$ cat src/rtl/key_debounce_if.sv
// Key pin / debounced key bundle between the pins and the responder.
// Carries raw pins in and clean levels plus edge pulses out.
interface key_debounce_if #(
  parameter int NUM_KEYS = 4
);
  logic [NUM_KEYS-1:0] Key_Raw;
  logic [NUM_KEYS-1:0] Key_Level;
  logic [NUM_KEYS-1:0] Key_Press;
  logic [NUM_KEYS-1:0] Key_Release;

  modport master (
    output Key_Raw,
    input  Key_Level,
    input  Key_Press,
    input  Key_Release
  );

  modport slave (
    input  Key_Raw,
    output Key_Level,
    output Key_Press,
    output Key_Release
  );
endinterface

$ cat src/rtl/key_debounce.sv
// Push-button conditioner: 2-flop sync, per-key debounce counter,
// clean pressed level and single-cycle press/release pulses.
module key_debounce #(
  parameter int NUM_KEYS        = 4,
  parameter int DEBOUNCE_CYCLES = 1_000_000,
  parameter bit KEY_ACTIVE_LOW  = 1'b1
) (
  input  logic          CLK,
  input  logic          Rst,
  key_debounce_if.slave keys
);
  localparam int CW =
    (DEBOUNCE_CYCLES > 2) ? $clog2(DEBOUNCE_CYCLES) : 1;
  localparam logic [CW-1:0] CNT_MAX =
    CW'(DEBOUNCE_CYCLES - 1);
  localparam logic [NUM_KEYS-1:0] IDLE_PIN =
    KEY_ACTIVE_LOW ? '1 : '0;

  logic [NUM_KEYS-1:0] sync1;
  logic [NUM_KEYS-1:0] sync2;
  logic [NUM_KEYS-1:0] s;
  logic [NUM_KEYS-1:0] level;
  logic [NUM_KEYS-1:0] press;
  logic [NUM_KEYS-1:0] rel;
  logic [CW-1:0]       cnt [NUM_KEYS];

  // Reset parks the synchroniser at the released pin level so that no
  // spurious disagreement is seen right after reset.
  always_ff @(posedge CLK) begin
    if (Rst) begin
      sync1 <= IDLE_PIN;
      sync2 <= IDLE_PIN;
    end else begin
      sync1 <= keys.Key_Raw;
      sync2 <= sync1;
    end
  end

  assign s = KEY_ACTIVE_LOW ? ~sync2 : sync2;

  always_ff @(posedge CLK) begin
    if (Rst) begin
      level <= '0;
      press <= '0;
      rel   <= '0;
      for (int k = 0; k < NUM_KEYS; k++)
        cnt[k] <= '0;
    end else begin
      press <= '0;
      rel   <= '0;
      for (int k = 0; k < NUM_KEYS; k++) begin
        if (s[k] == level[k]) begin
          cnt[k] <= '0;
        end else if (cnt[k] != CNT_MAX) begin
          cnt[k] <= cnt[k] + 1'b1;
        end else begin
          cnt[k]   <= '0;
          level[k] <= s[k];
          press[k] <= s[k];
          rel[k]   <= ~s[k];
        end
      end
    end
  end

  assign keys.Key_Level   = level;
  assign keys.Key_Press   = press;
  assign keys.Key_Release = rel;

endmodule

$ cat src/flat_wrapper.sv
// flat-port wrapper written by rule: the top's interface ports become plain ports
module key_debounce_flat 
#(
  parameter int NUM_KEYS        = 4,
  parameter int DEBOUNCE_CYCLES = 1_000_000,
  parameter bit KEY_ACTIVE_LOW  = 1'b1
)
  (CLK, Rst, keys_Key_Raw, keys_Key_Level, keys_Key_Press, keys_Key_Release);
  key_debounce_if #(.NUM_KEYS(NUM_KEYS)) keys_i ();
  input  logic CLK;
  input  logic Rst;
  input wire logic [$bits(keys_i.Key_Raw)-1:0] keys_Key_Raw;
  output wire logic [$bits(keys_i.Key_Level)-1:0] keys_Key_Level;
  output wire logic [$bits(keys_i.Key_Press)-1:0] keys_Key_Press;
  output wire logic [$bits(keys_i.Key_Release)-1:0] keys_Key_Release;
  assign keys_i.Key_Raw = keys_Key_Raw;
  assign keys_Key_Level = keys_i.Key_Level;
  assign keys_Key_Press = keys_i.Key_Press;
  assign keys_Key_Release = keys_i.Key_Release;
  key_debounce #(.NUM_KEYS(NUM_KEYS), .DEBOUNCE_CYCLES(DEBOUNCE_CYCLES), .KEY_ACTIVE_LOW(KEY_ACTIVE_LOW)) u_core (.CLK(CLK), .Rst(Rst), .keys(keys_i));
endmodule
$ cat config.mk
export PLATFORM = sky130hd
export DESIGN_NAME = key_debounce_flat
export DESIGN_NICKNAME = d
export VERILOG_FILES = /design/src/rtl/key_debounce_if.sv /design/src/rtl/key_debounce.sv /design/src/flat_wrapper.sv
export SDC_FILE = /design/constraint.sdc
export NUM_CORES = 1
export LEC_CHECK = 0
export ABC_CLOCK_PERIOD_IN_PS = 2380
export CORE_MARGIN = 1.5
export CORE_UTILIZATION = 55
export DETAILED_ROUTE_END_ITERATION = 6
export PLACE_DENSITY_LB_ADDON = 0.25
export SLEW_MARGIN = 40
export SYNTH_ARGS = -nofsm -noshare
export SYNTH_HDL_FRONTEND = slang
export SYNTH_SLANG_ARGS = --single-unit
$ cat constraint.sdc
create_clock -name CLK -period 2.38 [get_ports CLK]
set_clock_uncertainty 0.1 [all_clocks]
set_input_delay 0.238 -clock CLK [delete_from_list [all_inputs] [get_ports CLK]]
set_output_delay 0.238 -clock CLK [all_outputs]
set_load 0.02 [all_outputs]
==> qor.csv <==
stage,metric,value,unit
logic_synthesis,Post-synth EDFFs,80,
routing,DRC violations left,1,
cts,clk slew on worst S/H paths,0.09,ns
critical_path,startpoint types,register,
timing,Final setup viols,0,
power_and_ir_drop,LEAKAGE,1.989,nW
finish,# nets final,593,
critical_path,Worst EP required,2.50,ns
cts,root buf cell,clkbuf_8,
logic_synthesis,Main synth FF type,edfxtp_1,
finish,most frequent cells in the layout,"edfxtp_1 (80), conb_1 (80), nor2_1 (64)",
timing,final hold violation count,0,
finish,share of cells above drive strength 1,0.08844,
timing,RSZ-0062 raised after global routing,false,
cts,Sink Count,100,
critical_path,Crit Path Max Fanout,9,
finish,n_diodes,0,
cts,CTS Buffer Depth,2,
floorplanning,CORE AREA,8806,um2
cts,Max H-tree Level,3,
timing,total negative slack,0,ns
critical_path,crit path DAT,2.36,ns
placed_design,dpl cells,680,
timing,Slew Limit Headroom,0.5773,
global_routing,initial antenna violation count,0,
power_and_ir_drop,Clk pwr share,0.346,
routing,Routed Antenna Nets,0,
finish,area growth from synthesis to layout,16.81,%
floorplanning,die area,9786,um2
timing,max-slew violations,0,
critical_path,WS Path Type,reg2reg,
placed_design,Final Wtd Congestion,0.8367,
floorplanning,Core Rows,34,
logic_synthesis,sequential fraction of the synthesis area,0.5538,
floorplanning,top-level I/O count,18,
floorplanning,Initial Util,0.5747,
logic_synthesis,synthesized area,5061,um2
power_and_ir_drop,P_sw,0.7186,mW
floorplanning,die height,98.93,um
power_and_ir_drop,Gate power share,0.047,
power_and_ir_drop,Power Density,562.2,nW/um2
routing,vias per cell,5.303,
power_and_ir_drop,internal power,2.605,mW
run_status,status,finished with violations,
cts,Post-CTS Resized,0,
cts,clk_lat worst skew,0.37,ns
logic_synthesis,asr flop ratio synth,0,
logic_synthesis,yosys warns,0,
routing,wire per inst,12.78,um
placed_design,DP HPWL,6.433,mm
cts,CTS buffer count,9,
cts,CTS tree,yes,
logic_synthesis,#FFs+latches synth,100,
power_and_ir_drop,switching part of the total power,0.2162,
timing,Highest Clock Rate,445.0,MHz
power_and_ir_drop,Max IR drop VDD,0.3061,mV
power_and_ir_drop,Seq pwr share,0.607,
logic_synthesis,library cells used by synthesis,45,
timing,worst-margin pin slew,0.6283,ns
timing,crit share post-route,0.9442,
finish,Final Non-Filler Cells,696,
logic_synthesis,syn avg cell area,10.61,um2
placed_design,Port Buffers,17,
routing,Pre-antenna DRT Iters,6,
finish,Fillers,708,
cts,Post-CTS Hold Buffers,0,
routing,drt initial violations,119,
run_status,failing checks,design-rule violations,
global_routing,vias in the first global route,3401,
hold_path,Hold Crit Class,reg2reg,
job,max cap viols,0,
logic_synthesis,Synth Instances,477,
cts,Post-CTS Repair Setup Buffers,0,
global_routing,first-pass GRT wire length,15.17,mm
routing,vias post-DR,3691,
global_routing,total congestion overflow,0,
critical_path,R2R Setup Slk,0.13,ns
global_routing,largest net degree at the start of global routing,21,
routing,final WL,8.892,mm
floorplanning,Chip Width,98.93,um
critical_path,CP Capture Type,register,
timing,crit path time final,2.247,ns
global_routing,GRT Resource Usage Total,0.1933,
worst max-delay path, cell delays in order (launching register included):
cell and delay, ns:
edfxtp_1 0.45, nand4_2 0.21, or4_1 0.67, or4_1 0.52
a21oi_1 0.17
through the flow:
step / hold WS, ns / power (mW) / utilization / setup WS [ns] / instance area (um2)
global placement: 0.2916 / 2.201 / 0.6478 / 0.2238 / 5704
global route: 0.3277 / 3.451 / 0.6714 / 0.04106 / 5912
finish: 0.3141 / 3.324 / 0.6714 / 0.1329 / 5912
floorplan: 0.2418 / 2.154 / - / 0.1236 / 5358
CTS: 0.3157 / 3.349 / 0.6714 / 0.1356 / 5912
detailed placement: 0.2948 / 2.207 / 0.6478 / 0.1506 / 5704
state kept, by name (all words and copies together) (netlist names):
signal and flops:
u_core.keys.Key_Press 4, u_core.sync1 4, u_core.sync2 4, u_core.cnt 80, u_core.keys.Key_Release 4, u_core.keys.Key_Level 4
power groups by stage:
stage	clock network, mW	logic (mW)	registers, mW
floorplan	0	0.113	2.04
detailed placement	0	0.150	2.06
global route	1.24	0.178	2.03
global placement	0	0.148	2.05
CTS	1.18	0.152	2.02
finish	1.15	0.155	2.02
synthesized netlist by cell type (all sizes together), types with 2 or more instances:
library cell,n,share of area
xor2,21,0.036
or3,18,0.022
nand3,28,0.029
o21ai,14,0.014
nor3,12,0.012
nand4,24,0.031
o31ai,7,0.010
a311oi,3,0.0052
clkbuf,9,0.0067
nand2,26,0.021
nor4b,2,0.0035
or4b,3,0.0059
ha,4,0.0099
a21bo,2,0.0040
or4,15,0.022
and3,6,0.0074
and4,4,0.0069
dfxtp,20,0.079
or2,12,0.015
nor4,14,0.021
buf,7,0.0074
xnor2,32,0.055
nor2,64,0.047
edfxtp,80,0.47
a21oi,26,0.026
or3b,3,0.0052
and2,3,0.0040
inv,12,0.0089
final timing paths:
kind / startpoint / to / cells after the start
setup / recovery: u_core.cnt[0][26] / u_core.cnt[0][39] / 4
hold / removal: u_core.sync1[1] / u_core.sync2[1] / 1
setup reg to reg: u_core.cnt[0][26] / u_core.cnt[0][39] / 4
hold reg to reg: u_core.sync1[1] / u_core.sync2[1] / 1
logic make-up after synthesis:
group | count (synthesis) | share of synthesized area
adder cells (fa/ha/maj) | 4 | 0.009889
other | 1 | 0.0007409
buffers and inverters | 28 | 0.02299
AND/OR/NAND/NOR | 237 | 0.2581
AO/OA/AOI/OAI | 54 | 0.06279
flip-flops | 100 | 0.5538
XOR/XNOR | 53 | 0.09172
layout make-up:
type / count / area (um2) / area share
clock buffers: 11 / 131.4 / 0.02222
clock inverters: 5 / 76.32 / 0.01291
inverters: 12 / 45.04 / 0.007619
multi-input cells: 428 / 2439 / 0.4125
flip-flops and latches: 100 / 2803 / 0.4741
well taps: 108 / 135.1 / 0.02286
repair buffers: 32 / 282.8 / 0.04783
layer usage:
metal | routed length [um] | track usage | up-vias
met5 | 0 | 0 | -
met4 | 85 | 0.07363 | 0
met1 | 4339 | 0.2644 | 1732
met2 | 4241 | 0.3114 | 45
met3 | 225 | 0.03191 | 8
li1 | - | - | 1906
(Power assumes the default switching activity.)
